--- src/rtl/mem_bus_arbiter.sv ---
// mem_bus_arbiter: round-robin sharing of one burst memory bus between two clients
module mem_bus_arbiter #(
   parameter int BUS_DATA_WIDTH = 64,
   parameter int BUS_TAG_WIDTH  = 13,
   parameter int BEATS          = 8
) (
   input  logic                        clk,
   input  logic                        reset,
   input  logic [1:0]                  c_reqcyc,
   output logic [1:0]                  c_reqack,
   input  logic [2*BUS_DATA_WIDTH-1:0] c_req,
   input  logic [2*BUS_TAG_WIDTH-1:0]  c_reqtag,
   output logic [1:0]                  c_respcyc,
   input  logic [1:0]                  c_respack,
   output logic [BUS_DATA_WIDTH-1:0]   c_resp,
   output logic [BUS_TAG_WIDTH-1:0]    c_resptag,
   output logic                        m_bus_reqcyc,
   input  logic                        m_bus_reqack,
   output logic [BUS_DATA_WIDTH-1:0]   m_bus_req,
   output logic [BUS_TAG_WIDTH-1:0]    m_bus_reqtag,
   input  logic                        m_bus_respcyc,
   output logic                        m_bus_respack,
   input  logic [BUS_DATA_WIDTH-1:0]   m_bus_resp,
   input  logic [BUS_TAG_WIDTH-1:0]    m_bus_resptag,
   output logic                        grant_valid,
   output logic                        grant_id
);
   localparam int CW = BEATS > 1 ? $clog2(BEATS) : 1;
   typedef enum logic [1:0] {IDLE, REQ, RESP} state_t;
   state_t        state, state_next;
   logic          grant, prio, winner, act_req, act_resp, beat_hs, last_beat;
   logic [CW-1:0] beat;
   // prio names the client that wins a tie; it flips to the other client after each transaction
   assign winner    = &c_reqcyc ? prio : c_reqcyc[1];
   // outputs are forced quiet while reset is high, even before the state register clears
   assign act_req   = !reset && state == REQ;
   assign act_resp  = !reset && state == RESP;
   assign beat_hs   = act_resp && m_bus_respcyc && c_respack[grant];
   assign last_beat = beat == CW'(BEATS - 1);
   // state, grant owner, tie-break priority and beat counter
   always_ff @(posedge clk) begin
      if (reset) begin
         state <= IDLE;
         grant <= 1'b0;
         prio  <= 1'b0;
         beat  <= '0;
      end else begin
         state <= state_next;
         if (state == IDLE && |c_reqcyc) grant <= winner;
         if (act_req && m_bus_reqack) beat <= '0;
         else if (beat_hs) beat <= beat + 1'b1;
         if (beat_hs && last_beat) prio <= ~grant;
      end
   end
   // next-state: arbitrate only in IDLE, then hold the owner through request and burst
   always_comb begin
      state_next = state;
      case (state)
         IDLE:    if (|c_reqcyc) state_next = REQ;
         REQ:     if (m_bus_reqack) state_next = RESP;
         RESP:    if (beat_hs && last_beat) state_next = IDLE;
         default: state_next = IDLE;
      endcase
   end
   // steer the owner's request onto the bus and the bus response back to the owner only
   always_comb begin
      c_reqack           = '0;
      c_respcyc          = '0;
      c_reqack[grant]    = act_req && m_bus_reqack;
      c_respcyc[grant]   = act_resp && m_bus_respcyc;
      m_bus_reqcyc       = act_req;
      m_bus_req          = !act_req ? '0 : grant ? c_req[BUS_DATA_WIDTH +: BUS_DATA_WIDTH] : c_req[0 +: BUS_DATA_WIDTH];
      m_bus_reqtag       = !act_req ? '0 : grant ? c_reqtag[BUS_TAG_WIDTH +: BUS_TAG_WIDTH] : c_reqtag[0 +: BUS_TAG_WIDTH];
      c_resp             = act_resp ? m_bus_resp : '0;
      c_resptag          = act_resp ? m_bus_resptag : '0;
      m_bus_respack      = act_resp && c_respack[grant];
      grant_valid        = act_req || act_resp;
      grant_id           = grant_valid && grant;
   end
endmodule

--- config.mk ---
export PLATFORM = sky130hd
export DESIGN_NAME = mem_bus_arbiter
export DESIGN_NICKNAME = d
export VERILOG_FILES = /design/src/rtl/mem_bus_arbiter.sv
export SDC_FILE = /design/constraint.sdc
export NUM_CORES = 1
export LEC_CHECK = 0
export CORE_AREA = 2 2 157 159
export DETAILED_ROUTE_END_ITERATION = 6
export DIE_AREA = 0 0 159 161
export SLEW_MARGIN = 20
export SYNTH_ARGS = -nofsm -noshare
export SYNTH_HDL_FRONTEND = slang
export SYNTH_SLANG_ARGS = --single-unit
--- constraint.sdc ---
create_clock -name clk -period 1.95 [get_ports clk]
set_clock_uncertainty 0.1 [all_clocks]
set_input_delay 0.195 -clock clk [delete_from_list [all_inputs] [get_ports clk]]
set_output_delay 0.195 -clock clk [all_outputs]
set_load 0.05 [all_outputs]
==> metrics.md <==
| Metric | Value |
|---|---|
| Post-synth cell types | 24 |
| Yosys top cell area share | 37.7% |
| Number of H-tree levels | 1 |
| Worst hold slack | 336 ps |
| Max VDD drop | 0.191 mV |
| Setup TNS | 0 ps |
| Pin count of the biggest net entering global routing | 29 |
| Post-Route WL | 17,900 um |
| Hold-fix buffers, CTS | 0 |
| Power per Cell Area | 280 nW/um^2 |
| Tcrit/Tclk final | 98.0% |
| Initial antenna violation count | 2 |
| Tot GR Track Use | 13.0% |
| Endpoints failing hold | 0 |
| Worst Setup Start Kind | flop |
| Synth Cell Area | 2070 um^2 |
| Crit-path slowest cell | dfxtp_4 |
| # DRC | 0 |
| Placed Cells | 1,020 |
| Worst slew pin tran | 344 ps |
| Flop2flop setup slack | 250 ps |
| CTS tree | yes |
| Wirelength per Cell | 17.3 um |
| Crit Path Category | flop to primary output |
| Inserted Clock Buffers | 3 |
| Ratio of cells with drive above 1 in the final layout | 37.9% |
| Crit-path max FO | 19 |
| Die width | 159 um |
| Mean area per synthesized cell | 6.83 um^2 |
| Iteration-0 DRC Markers | 81 |
| Area Overhead vs Synth | 320% |
| Layout Cells excl Fill | 1,037 |
| Post-Synthesis Cells | 303 |
| Vias in the first global route | 3,996 |
| Synth Warn # | 0 |
| Post-DP HPWL | 16,000 um |
| Final Power | 2.44 mW |
| Synth Register Bits | 7 |
| Gp weighted congestion | 0.791 |
| Commonest non-fill, non-tap cell in the layout | clkdlybuf4s50_1 |
| Die extent in y | 161 um |
| Tmin final | 1910 ps |
| Mapped Nets | 544 |
| Clock-pin slew on the worst setup and hold paths | 40 ps |
| FMAX | 523 MHz |
| Post-route ant nets | 0 |
| Final setup fails | 0 |
| Initial Utilization | 8.64% |
| Worst path required time | 1650 ps |
| Fin nets | 954 |
| Clk sink count | 7 |
| Max cap viols | 0 |
| Commonest cells after routing, fill and taps aside | 237 x clkdlybuf4s50_1, 167 x buf_12, 76 x mux2i_1 |
| First-pass GRT wire length | 25,000 um |
| P_leak | 3.36 nW |
| Critical Path AT | 1620 ps |
| Most area-consuming cells after synthesis | mux2i_1 38%, and2_1 24%, nor2_1 15% |
| Std cell rows | 57 |
| Hold Path Class | primary input to flop |
| Slew margin rel. | 76.4% |
| CTS Root Cell | clkbuf_16 |
| Slowest Stage Delay on Critical Path | 470 ps |
| Final Util | 36.3% |
| Core area | 24,000 um^2 |
| Clk buf depth | 2 |
| Drt first pass iters | 4 |
| RSZ-0062 raised after global routing | yes |
| Leading area contributor after synthesis | mux2i_1 |
| Worst path cell trace | buf_16, mux2i_2, nor2_1, buf_12 |
| Via count | 3,748 |
| Max-slew violations | 0 |
| I/O Pins | 401 |
| Status | completed |
| Seq/Total Area, Yosys | 6.77% |
| Worst skew pair latency | 230 ps |
| Global route total overflow | 0 |
| Vias per Instance | 3.61 |
| Die area | 25,600 um^2 |
| # port buffers | 400 |
| CP Capture Type | primary output |
## stage by stage
step,setup slack [ps],area [um^2]
after floorplan,12.3,2070
after detailed placement,-80.5,8200
after global placement,-83.8,8200
after CTS,3.19,8550
after global routing,-14.9,8690
final,38.0,8690
## cell families (layout without fill, tap and decap cells)
family / Yosys count / after routing / share of synthesized area, %
flops: 7 / 7 / 6.77
compound gates: 7 / 7 / 2.60
other cells: 0 / 1 / 0
buf+inv: 28 / 437 / 6.40
mux: 81 / 81 / 39.3
fa+ha+maj: 2 / 2 / 1.21
simple gates: 178 / 178 / 43.7
## state kept, by name, summed over array words and instances, names as in the netlist
| name | cells |
|---|---|
| state | 2 |
| grant | 1 |
| beat | 3 |
| prio | 1 |
## final cells by class
class	count	area (um^2)
fillers	2419	15300
diodes	1	2.50
inverters	1	3.75
clock buffers	4	78.8
well taps	324	405
multi-input cells	268	1990
flip-flops and latches	7	151
repair buffers	432	6060
## cells in the mapped netlist
master     n
a211oi_1   1
a21bo_1    1
a21oi_1    1
a41oi_1    1
and2_1    79
and3_1     3
and3b_1    2
buf_2     22
clkbuf_1   5
dfxtp_1    7
ha_1       2
inv_2      1
mux2_1     2
mux2_2     1
mux2i_1   78
nand2_1    6
nand2b_1   1
nand3_1    2
nand3b_1   2
nor2_1    82
nor3b_2    1
o21a_1     1
o21ai_1    1
o311a_1    1
## worst max-delay path, delay by kind of cell, from the launching register on
family	cells	cell delay, ps
buf+inv	2	390
mux	1	370
simple gates	1	130
flops	1	470
## per-layer routing
metal	share of wire, %	GRT usage (%)
met5	0	0
met4	0.74	1.86
met3	8.9	3.60
met2	57	27.3
met1	33	12.7
## what timing repair did
action	4_1_cts	5_1_grt
gates cloned	3	1
buffers inserted	6	2
pin swaps	1	1
setup endpoints to repair	133	53
resized for setup	43	39
## power by group
group	switching (mW)	leakage, nW	internal [mW]
combinational	0.847	3.27	1.07
sequential	0.0172	0.0589	0.150
clock	0.0808	0.0382	0.272
total	0.945	3.36	1.49
## worst paths after layout
path | from | endpoint | depth (start not counted)
max | grant$_SDFFE_PP0P_ | m_bus_req[2] | 4
min | reset | state[0]$_SDFFE_PP0P_ | 3
max reg2reg | state[1]$_SDFFE_PP0P_ | beat[1]$_SDFFE_PP0P_ | 6
min reg2reg | beat[0]$_SDFFE_PP0P_ | beat[0]$_SDFFE_PP0P_ | 1
Power figures use the tool's default switching activity.
